## config.mk

```make
export PLATFORM = sky130hd
export DESIGN_NAME = cbus_arbiter_rr
export DESIGN_NICKNAME = d
export VERILOG_FILES = /design/src/rtl/cbus_arbiter_rr.sv
export SDC_FILE = /design/constraint.sdc
export NUM_CORES = 1
export LEC_CHECK = 0
export CAP_MARGIN = 20
export CORE_AREA = 2 2 136 138
export DETAILED_ROUTE_END_ITERATION = 10
export DIE_AREA = 0 0 138 140
export PLACE_DENSITY_LB_ADDON = 0.2
export SKIP_LAST_GASP = 1
export SLEW_MARGIN = 25
export SYNTH_ARGS = -nofsm -noshare
export SYNTH_HDL_FRONTEND = slang
export SYNTH_SLANG_ARGS = --single-unit
```

## constraint.sdc

```tcl
create_clock -name clk -period 1.9 [get_ports clk]
set_clock_uncertainty 0.05 [all_clocks]
set_input_delay 0.38 -clock clk [delete_from_list [all_inputs] [get_ports clk]]
set_output_delay 0.38 -clock clk [all_outputs]
set_load 0.05 [all_outputs]
```

## src/rtl/cbus_arbiter_rr.sv

```systemverilog
// CBus request/response types and an N-channel CBus arbiter with fixed-priority or
// round-robin policy; a grant is held until the downstream returns the last beat.
package cbus_pkg;

  typedef struct packed {
    logic        valid;
    logic        is_write;
    logic [1:0]  size;
    logic [31:0] addr;
    logic [3:0]  strobe;
    logic [31:0] data;
    logic [7:0]  len;
    logic [1:0]  burst;
  } cbus_req_t;

  typedef struct packed {
    logic        ready;
    logic        last;
    logic [31:0] data;
  } cbus_resp_t;

endpackage

module cbus_arbiter_rr
  import cbus_pkg::*;
#(
  parameter int unsigned NUM_CH = 2,
  parameter int unsigned POLICY = 0,
  parameter int unsigned IDX_W  = $clog2(NUM_CH)
) (
  input  logic                    clk,
  input  logic                    reset,
  input  cbus_req_t  [NUM_CH-1:0] ireqs,
  output cbus_resp_t [NUM_CH-1:0] iresps,
  output cbus_req_t               oreq,
  input  cbus_resp_t              oresp,
  output logic                    busy,
  output logic [IDX_W-1:0]        grant_idx
);

  typedef enum logic [0:0] {StIdle, StBusy} state_e;

  state_e           state_q, state_d;
  logic [IDX_W-1:0] sel_q, sel_d;
  logic [IDX_W-1:0] rr_ptr_q, rr_ptr_d;
  logic [IDX_W-1:0] winner;
  logic             any_valid;
  logic             done;
  int unsigned      scan;

  // Scan from rr_ptr (round-robin) or from 0 (fixed), wrapping explicitly at NUM_CH.
  always_comb begin
    any_valid = 1'b0;
    winner    = '0;
    scan      = 0;
    for (int unsigned off = 0; off < NUM_CH; off++) begin
      scan = (POLICY == 1) ? 32'(rr_ptr_q) + off : off;
      if (scan >= NUM_CH) begin
        scan = scan - NUM_CH;
      end
      if (!any_valid && ireqs[IDX_W'(scan)].valid) begin
        any_valid = 1'b1;
        winner    = IDX_W'(scan);
      end
    end
  end

  always_comb begin
    state_d   = state_q;
    sel_d     = sel_q;
    rr_ptr_d  = rr_ptr_q;
    oreq      = '0;
    iresps    = '0;
    busy      = 1'b0;
    grant_idx = '0;
    done      = oresp.ready && oresp.last;
    unique case (state_q)
      StIdle: begin
        if (any_valid) begin
          sel_d   = winner;
          state_d = StBusy;
        end
      end
      StBusy: begin
        oreq          = ireqs[sel_q];
        iresps[sel_q] = oresp;
        busy          = 1'b1;
        grant_idx     = sel_q;
        // No arbitration in the completion cycle: one idle bubble always follows.
        if (done) begin
          state_d = StIdle;
          if (POLICY == 1) begin
            rr_ptr_d = (sel_q == IDX_W'(NUM_CH - 1)) ? '0 : sel_q + IDX_W'(1);
          end
        end
      end
      default: state_d = StIdle;
    endcase
  end

  always_ff @(posedge clk) begin
    if (reset) begin
      state_q  <= StIdle;
      sel_q    <= '0;
      rr_ptr_q <= '0;
    end else begin
      state_q  <= state_d;
      sel_q    <= sel_d;
      rr_ptr_q <= rr_ptr_d;
    end
  end

endmodule
```

==> impl_metrics.ini <==
[grt]
antenna_found_initial = 0
grt_remaining_overflow = 0
grt_max_degree = 46
use_met2 = 0.2582
grt_busiest_layer = met2
met1_usage = 0.1367
groute.usage.overall = 0.1266
grt_pass1_vias = 3418
grt_pass1_wl_um = 19800
use_met3 = 0.02769

[clock_tree]
cts_sinks = 2
cts_hold_buf = 0
numCtsBuffers = 3
clock_latency_ns = 0.22
cts_root_buffer = clkbuf_16
h-tree-depth = 1
cts_buffer_depth = 2
clk_pin_slew_ns = 0.03
cts_tree = done

[timing]
finalSetupViolations = 0
final.setup.worst_slack_ns = 0.001468
slew_headroom = 0.8274
tightest_slew_ns = 0.2518
max_freq_ghz = 0.5267
hold_ws_ns = 0.7255
min_period_ns = 1.899
rsz0062_at_grt = true
hold_viol = 0
period_share = 0.9992
slew_violations = 0

[routing]
routed_wirelength_um = 13820
ant_nets = 0
via_count = 3325
vias_per_cell = 3.880
wl_per_cell_um = 16.13
drtPass1Iterations = 4
drc = 0
drt_iter0_markers = 55

[floorplanning]
die_h_um = 140
rows = 49
die-area_mm2 = 0.01932
start_util = 0.1076
die_x_um = 138
io_pins = 352
core_area_mm2 = 0.01778

[finish]
final_cell_area_mm2 = 0.007779
diodes = 0
fin_util = 0.4375
area_delta_synth_final_pct = 306.6
layout_common_cells = clkdlybuf4s50_1, buf_12, mux2i_1
final_common_cell = clkdlybuf4s50_1
fillers = 1695
nNetsFinal = 829
drive_above_1_share = 0.4283

[setup_path]
worstPathCellList = buf_12, buf_16, mux2i_2, nor2_2, buf_12
cp_num_buf_inv = 3
r2r_start = state_q
cp.required_ns = 1.47
cp.arrival_ns = 1.47
r2r_end = state_q
r2r_slack_ns = 0.72
cp-start-kind = register
critPathTopFamily = buffers and inverters
end_kind = output pin
worstRegToRegCells = 3
cp_common_cell = buf_12
setup.worst_path.class = register to output pin
critPathMaxStageDelay_ns = 0.40
crit_path_max_fanout = 11
cpMaxStageDelayCell = dfxtp_4

[pwr]
p_per_area_mw_per_mm2 = 389.4
switching_share = 0.4392
finalPower_mw = 3.029
p_sw_mw = 1.330
worst_ir_drop_vdd_mv = 0.3108
intPower_mw = 1.699
leakagePower_nw = 3.077
clock_power_share = 0.107
combPwrFrac = 0.874
power_frac_seq = 0.019

[placement]
dp_hpwl_um = 11480
place.gp.congestion = 0.8434
portBuffers = 351
postPlaceCellArea_mm2 = 0.007363
dp_slack_ns = 0.07276

[min_path]
min_path_cells = 2
min_to = sel_q
min_from = reset
hold_path.class = primary input to register

[synthesis]
syn_nets = 471
synth.top_cells.by_area = mux2i_1, nor2_1, and2_1
synth_top_area_cell = mux2i_1
syn_area_mm2 = 0.001913
yosysUniqueCellTypes = 18
synth-seq-cells = 2
ys_seq_area_frac = 0.02093
synth.top_cell.area_share = 0.4290
syn_inst = 271
yosysWarnings = 0
syn_avg_cell_area_um2 = 7.059

[status]
outcome = complete, no violations

[job]
cap_violations = 0
worst register-to-register path, delay by kind of cell (launching register included):
family	cells	cell delay, ns
flops	1	0.42
buf+inv	1	0.30
compound gates	1	0.20
simple gates	1	0.10
final cells by class:
| cell class | instances | area (µm²) | share of cell area |
|---|---|---|---|
| tap | 229 | 286.5 | 0.03683 |
| multi-input combinational | 238 | 1876 | 0.2411 |
| sequential | 2 | 47.55 | 0.006112 |
| inverter | 2 | 12.51 | 0.001608 |
| timing repair buffer | 382 | 5478 | 0.7042 |
| clock buffer | 4 | 78.83 | 0.01013 |
synth_stat cells:
master    instances
a221oi_2          1
a311oi_1          1
and2_1           34
and3_1           34
buf_12            1
buf_2             9
buf_6             5
buf_8             7
clkbuf_1          4
clkbuf_2          3
dfxtp_1           2
inv_1             1
inv_4             1
mux2i_1          82
nand2b_1          1
nor2_1           83
nor2b_4           1
nor3_1            1
state kept, by name, summed over array words and instances, names as in the netlist:
name,cells
sel_q,1
state_q,1
cells by family (layout without fill, tap and decap cells):
group | after synthesis | count (layout) | synth area share
multiplexers | 82 | 82 | 0.4290
AND/OR/NAND/NOR | 154 | 154 | 0.3983
buffers and inverters | 31 | 388 | 0.1393
flip-flops | 2 | 2 | 0.02093
AO/OA/AOI/OAI | 2 | 2 | 0.01242
per-stage QoR:
stage / setup TNS, ns / std cells
finish: 0 / 857
global route: -0.7097 / 857
CTS: -0.2613 / 841
detailed placement: 0 / 837
global placement: 0 / 837
floorplan: 0 / 271
power groups by stage:
stage / clock network, mW / registers, mW / logic, mW
floorplan: 0 / 0.0545 / 1.15
global placement: 0 / 0.0556 / 2.54
detailed placement: 0 / 0.0561 / 2.56
CTS: 0.331 / 0.0554 / 2.57
global route: 0.334 / 0.0587 / 2.75
finish: 0.326 / 0.0568 / 2.65
how the worst max path moves through the flow:
stage               start  endpoint  slack [ns]  cells after the start
2_1_floorplan     state_q   oreq[0]       0.003                      3
5_1_grt             sel_q  oreq[35]       -0.06                      5
4_1_cts             sel_q  oreq[34]       -0.03                      5
6_report            sel_q  oreq[38]       0.001                      5
3_3_place_gp   ireqs[163]  oreq[81]        0.09                      4
3_5_place_dp    ireqs[81]  oreq[81]        0.07                      4
routing by layer:
| metal | wire length (µm) | vias up | part of all wire |
|---|---|---|---|
| met4 | 34 | 0 | 0.0025 |
| li1 | - | 1632 | - |
| met2 | 7812 | 166 | 0.57 |
| met5 | 0 | - | 0 |
| met3 | 896 | 2 | 0.065 |
| met1 | 5081 | 1525 | 0.37 |
repair_timing:
item / CTS / global route
pin swaps: 0 / 0
gates resized for setup: 8 / 19
cloned: 0 / 5
endpoints found under the setup margin: 39 / 49
setup buffers: 0 / 11
(Power assumes the default switching activity.)
